==> src/rtl/icache_line_reader.sv <==
// One-line instruction fetch buffer: serves hits from a registered line, refills the whole line on a miss.
// Latency: a hit returns the word 1 cycle after it is accepted; a miss with back-to-back beats stalls for WORDS+1 cycles.
// Backpressure: busywait stalls the CPU combinationally; memory beats are accepted whenever mem_rvalid is high.
module icache_line_reader #(
    parameter int WORD_W = 32,
    parameter int WORDS  = 4,
    parameter int ADDR_W = 10
) (
    input  logic                               clock,
    input  logic                               reset,
    input  logic                               read,
    input  logic [ADDR_W-1:0]                  address,
    input  logic                               flush,
    output logic                               busywait,
    output logic [WORD_W-1:0]                  instruction,
    output logic                               instr_valid,
    output logic                               mem_read,
    output logic [ADDR_W-$clog2(WORDS)-1:0]    mem_address,
    input  logic                               mem_rvalid,
    input  logic [WORD_W-1:0]                  mem_rdata
);

    localparam int OFF_W = $clog2(WORDS);
    localparam int TAG_W = ADDR_W - OFF_W;
    localparam logic [OFF_W-1:0] LAST_BEAT = OFF_W'(WORDS - 1);

    typedef enum logic {IDLE, FILL} state_t;

    state_t             state, state_nxt;
    logic [WORD_W-1:0]  line [WORDS];
    logic [TAG_W-1:0]   tag;
    logic               valid;
    logic [OFF_W-1:0]   beat;

    logic [TAG_W-1:0]   addr_tag;
    logic [OFF_W-1:0]   addr_off;
    logic               hit;
    logic               last_beat;

    assign addr_tag  = address[ADDR_W-1:OFF_W];
    assign addr_off  = address[OFF_W-1:0];
    // A flush in the same cycle wins over a hit so a stale line is never served.
    assign hit       = (state == IDLE) & valid & (tag == addr_tag) & ~flush;
    assign busywait  = read & ~hit;
    assign last_beat = mem_rvalid & (beat == LAST_BEAT);

    always_comb begin
        state_nxt = state;
        case (state)
            IDLE: if (read && !hit) state_nxt = FILL;
            FILL: if (flush || last_beat) state_nxt = IDLE;
            default: state_nxt = IDLE;
        endcase
    end

    always_ff @(posedge clock or negedge reset) begin
        if (!reset) begin
            state       <= IDLE;
            tag         <= '0;
            valid       <= 1'b0;
            beat        <= '0;
            instruction <= '0;
            instr_valid <= 1'b0;
            mem_read    <= 1'b0;
            mem_address <= '0;
        end else begin
            state       <= state_nxt;
            instr_valid <= 1'b0;
            case (state)
                IDLE: begin
                    if (flush) valid <= 1'b0;
                    if (read && hit) begin
                        instruction <= line[addr_off];
                        instr_valid <= 1'b1;
                    end else if (read) begin
                        mem_address <= addr_tag;
                        mem_read    <= 1'b1;
                        beat        <= '0;
                        valid       <= 1'b0;
                    end
                end
                FILL: begin
                    if (flush) begin
                        mem_read <= 1'b0;
                        beat     <= '0;
                    end else if (mem_rvalid) begin
                        beat <= beat + OFF_W'(1);
                        if (beat == LAST_BEAT) begin
                            tag      <= mem_address;
                            valid    <= 1'b1;
                            mem_read <= 1'b0;
                        end
                    end
                end
                default: ;
            endcase
        end
    end

    // Line storage is data-only; valid gates its use, so it needs no reset.
    always_ff @(posedge clock) begin
        if (state == FILL && mem_rvalid && !flush)
            line[beat] <= mem_rdata;
    end

endmodule

==> config.mk <==
export PLATFORM = sky130hd
export DESIGN_NAME = icache_line_reader
export DESIGN_NICKNAME = d
export VERILOG_FILES = /design/src/rtl/icache_line_reader.sv
export SDC_FILE = /design/constraint.sdc
export NUM_CORES = 1
export LEC_CHECK = 0
export BUFFER_PORTS_ARGS = -buffer_cell sky130_fd_sc_hd__buf_2
export CAP_MARGIN = 20
export CORE_ASPECT_RATIO = 0.7
export CORE_MARGIN = 5
export CORE_UTILIZATION = 50
export CTS_BUF_LIST = sky130_fd_sc_hd__clkbuf_4 sky130_fd_sc_hd__clkbuf_8 sky130_fd_sc_hd__clkbuf_16
export DETAILED_ROUTE_END_ITERATION = 7
export PLACE_DENSITY_LB_ADDON = 0.1
export SKIP_LAST_GASP = 1
export SYNTH_ARGS = -nofsm -noshare
export SYNTH_HDL_FRONTEND = slang
export SYNTH_SLANG_ARGS = --single-unit
==> constraint.sdc <==
create_clock -name clock -period 2.75 [get_ports clock]
set_input_delay 0.275 -clock clock [delete_from_list [all_inputs] [get_ports clock]]
set_output_delay 0.275 -clock clock [all_outputs]
set_load 0.02 [all_outputs]
# [Word level (Yosys, flattened, before mapping)]
# Memories as Yosys holds them, arrays and structs flattened. A register that Yosys moved wholly into a read port is not among the register bits.
# Cells that the tools add are included.
[totals] register_bits=22 ramBits=128 inputBits=47 out_inout_bits=43 elab_cells=66 mem_count=1
[classes] add_sub_neg=1 eq_ne=9 n_mux=25 bitwise=9 n_reduce_logical=14
[memory_table] memory="line" words=4 width=32 read_ports=1 rd_clocked_by_memory_dff=1 wr=1 line_no="30" source="logic [WORD_W-1:0] line [WORDS];"
[ops] op="1-bit two-way mux" n=17
[ops] op="3-bit AND reduction" n=3
[ops] op="8-bit == test" n=1
[ops] op="2-bit two-way mux" n=4
[ops] op="2-bit != test, second input constant" n=4
[ops] op="4-bit AND reduction" n=2
[ops] op="1-bit one-hot mux with 2 select lines" n=3
[ops] op="1-bit AND" n=5
[ops] op="1-bit logical AND" n=4
[ops] op="1-bit NOT" n=4
[ops] op="2-bit one-hot mux with 2 select lines" n=1
[ops] op="1-bit logical NOT" n=3
[ops] op="3-bit by 2-bit != test with 1-bit output, second input constant" n=1
[ops] op="3-bit != test, second input constant" n=1
[ops] op="2-bit by 1-bit adder with 2-bit output, second input constant" n=1
[ops] op="2-bit == test, second input constant" n=1
[ops] op="2-bit by 1-bit != test with 1-bit output, second input constant" n=1
[ops] op="2-bit AND reduction" n=1
[ops] op="1-bit logical OR" n=1

# [Depth between registers and ports, before layout]
[depth] ltp_word=8 depth_mapped=5

# [Worst setup path after synthesis]
# No wires, ideal clock.
[synth_path] path_type="register to register" from="register state" to="memory line[3][0] (enable)" setup_ps=387 arrival_time_ps=1752 required_time_ps=2363 setup_slack_ps=611 path_stages_with_launch=5 n_path_buf=1 period_less_slack_ps=2139 path_cell_list="dfrtp_1 > nor2b_1 > clkbuf_1 > nand3_1 > inv_1"
[synth_between] elab_chain_len=4
[synth_lines] item="from (decl)" line_no="29" source="state_t state, state_nxt;"
[synth_lines] item="from (signal assigned)" line_no="67" source="state <= state_nxt;"
[synth_lines] item="1-bit logical AND (2 in a row)" line_no="102" source="if (state == FILL && mem_rvalid && !flush)"
[synth_lines] item="1-bit two-way mux" line_no="102"
[synth_lines] item="1-bit two-way mux (not written as such)" line_no="103" source="line[beat] <= mem_rdata;"
[synth_lines] item="to (decl)" line_no="30"
# Every way passes these cells.

# [Worst setup path after layout]
[layout_path] from="register state" to="output port busywait"
[layout_between] elab_chain_len=6
[layout_lines] item="1-bit NOT (no source line)"
[layout_lines] item="1-bit AND (3 in a row)" line_no="43" source="assign hit = (state == IDLE) & valid & (tag == addr_tag) & ~flush;"
[layout_lines] item="1-bit NOT" line_no="44" source="assign busywait = read & ~hit;"
[layout_lines] item="1-bit AND" line_no="44"
[layout_lines] item="to (decl)" line_no="14" source="output logic busywait,"
# Every way passes these cells.

==> out/metrics.cfg <==
[floorplanning]
pin_count = 90
fp.dieH_um = 109.1
core-area_um2 = 13830
die_area_um2 = 16520
die_w_um = 151.5
row_count = 36
start_util_pct = 50.68

[placement]
numPortBuffers = 89
placed_area_um2 = 7781
dp.cells = 603
hpwl_um = 7569
pre_cts_ws_ns = 0.4345
gp_congestion = 0.7093

[routing]
routed_wl_um = 12350
ant_nets = 0
via_count = 3295
via_per_inst = 5.189
drt-pass1-iter-count = 4
wl_per_cell_um = 19.45
drcViolationCount = 0
drt_iter0_drc = 97

[clock_tree]
cts_tree = done
cts_setup_buffers = 0
cts_max_level = 4
clk_latency_ns = 0.41
clk_path_buf_depth = 2
holdBufCountCts = 0
numCtsBuffers = 17
path_clk_slew_ns = 0.07
cts.repair.resized = 0
root_buffer = clkbuf_16
numClockSinks = 182

[synthesis]
syn_inst = 325
ys_warn_count = 0
syn-cell-area_um2 = 7008
syn_area_per_cell_um2 = 21.56
synth_cell_types = 32
syn-num-nets = 376
synth_edf_count = 128
ys.flop_type = edfxtp_1
ys_seq_area_share_pct = 74.13
synth_area_leader_cell = edfxtp_1
synthTopCellsByArea = edfxtp_1, dfrtp_1, mux4_2
synth_top_area_share_pct = 54.85
ys_ff_latch = 182
async_reset_ff_share_pct = 29.67

[timing]
final_max_slew_viol_count = 0
tightest_slew_ns = 0.7521
finClkSkew_ns = 0.01166
setup_ws_ns = 0.4428
relSlewSlack_pct = 49.86
post-route-min-period_ns = 2.307
rsz0062_at_grt = no
hold_violations = 0
whs_ns = 0.01553
fin_crit_sh_pct = 83.90
tns_ns = 0
max_freq_ghz = 0.4334
finalSetupViolCount = 0

[global_routing]
grt_max_degree = 55
grt-ovfl-total = 0
grt_pass1_vias = 3486
track_usage_pct = 15.98
grt_pass1_wl_um = 19360
antenna_found_initial = 1

[power]
peakVddDrop_mv = 0.4410
power.static_leakage_uw = 0.003404
power_density_nw_per_um2 = 714.1

[final_layout]
nNetsFinal = 483
instances_no_fill = 635
drive_gt1_share_pct = 49.21
area_growth_syn_to_layout_pct = 19.34
diodes = 0
final_area_um2 = 8363

[critical_path]
crit_arrival_ns = 2.03
start_kind = flop
worstSetupPathType = flop to output port
required_ns = 2.48
path_max_fanout = 6
cp-end-kind = output port

[status]
outcome = finished, final reports clean

[worst_hold_path]
hp-class = input pin to asynchronous set/reset pin

[flow_run]
maxCapViolCount = 0

state kept, by name (all words and copies together), names as in the netlist:
signal / count
instr_valid: 1
valid: 1
instruction: 32
tag: 8
beat: 2
line: 128
mem_read: 1
state: 1
mem_address: 8
routing by layer:
layer	up-vias	share of wire (%)	track usage, %
met5	-	0.16	0
met4	2	0.58	4.231
met3	9	4.6	4.279
met2	62	49	26.12
met1	1715	45	21.59
li1	1507	-	-
synthesized netlist by cell type, types with 2 or more instances:
library cell	number
a21oi_1	3
and2_1	2
and3_1	4
buf_2	3
buf_6	3
clkbuf_1	6
dfrtp_1	54
edfxtp_1	128
ha_1	4
inv_1	6
mux2_2	21
mux2_4	27
mux4_2	32
nand3_1	3
nor2_1	3
nor2b_1	2
o21ai_0	2
xor2_1	8
report_power, final:
part	internal, uW	switching (uW)
clock	1310	1040
sequential	3080	65.5
combinational	210	264
layout by cell type, fill, tap and decap left out, types with 2 or more instances in the layout:
cell / netlist / routed
nor2b_1: 2 / 2
buf_12: 0 / 6
mux2_4: 27 / 27
and3_2: 0 / 3
mux4_2: 32 / 32
inv_6: 0 / 6
a21oi_1: 3 / 3
xor2_1: 8 / 8
and2_1: 2 / 2
nand3_1: 3 / 3
clkbuf_16: 0 / 17
o21ai_0: 2 / 2
inv_8: 0 / 2
mux2_2: 21 / 21
nor2_1: 3 / 3
buf_4: 0 / 5
buf_2: 3 / 89
inv_1: 6 / 5
clkinv_4: 0 / 2
ha_1: 4 / 4
dfrtp_1: 54 / 54
edfxtp_1: 128 / 128
critical path, cell delays in order, from the launching register on:
cell and delay [ns]:
dfrtp_1 0.43, or3b_4 0.42, nor4_4 0.33, and3_1 0.25, nor2b_1 0.05, buf_2 0.15
path summary, 6_finish.rpt:
kind                                 start               to  slack [ns]  cells after the start
max in group asynchronous            reset   instruction[5]        2.24                      2
min                                  reset  instruction[11]        0.02                      2
min reg2reg                instruction[14]  instruction[14]        0.50                      1
max reg2reg                          state  instruction[21]        0.45                      5
max                                  state         busywait        0.44                      5
min in group clock           mem_rdata[11]      line[2][11]        0.08                      1
through the flow:
step,utilization (%),power [uW]
finish,60.48,5972
global route,60.48,6219
CTS,60.48,6044
detailed placement,56.27,3690
global placement,56.27,3668
floorplan,-,3484
cell families (layout without fill, tap and decap cells):
kind of cell	Yosys count	count (layout)	share of synthesized area (%)
buffers and inverters	18	138	1.339
muxes	80	80	19.44
DFF	182	182	74.13
and+or+nand+nor	22	22	2.285
xor gates and xnor gates	8	8	0.9999
adders and majority gates	4	4	0.7142
AOI/OAI and AO/OA	11	11	1.089
layout make-up:
class                   count  area [um^2]
clock inverters            13        135.1
fillers                  1024         5465
well taps                 190        237.7
inverters                   6        22.52
multi-input cells         125         1723
clock buffers              19        446.7
repair buffers            100        603.1
flip-flops and latches    182         5195
(Power assumes the default switching activity.)
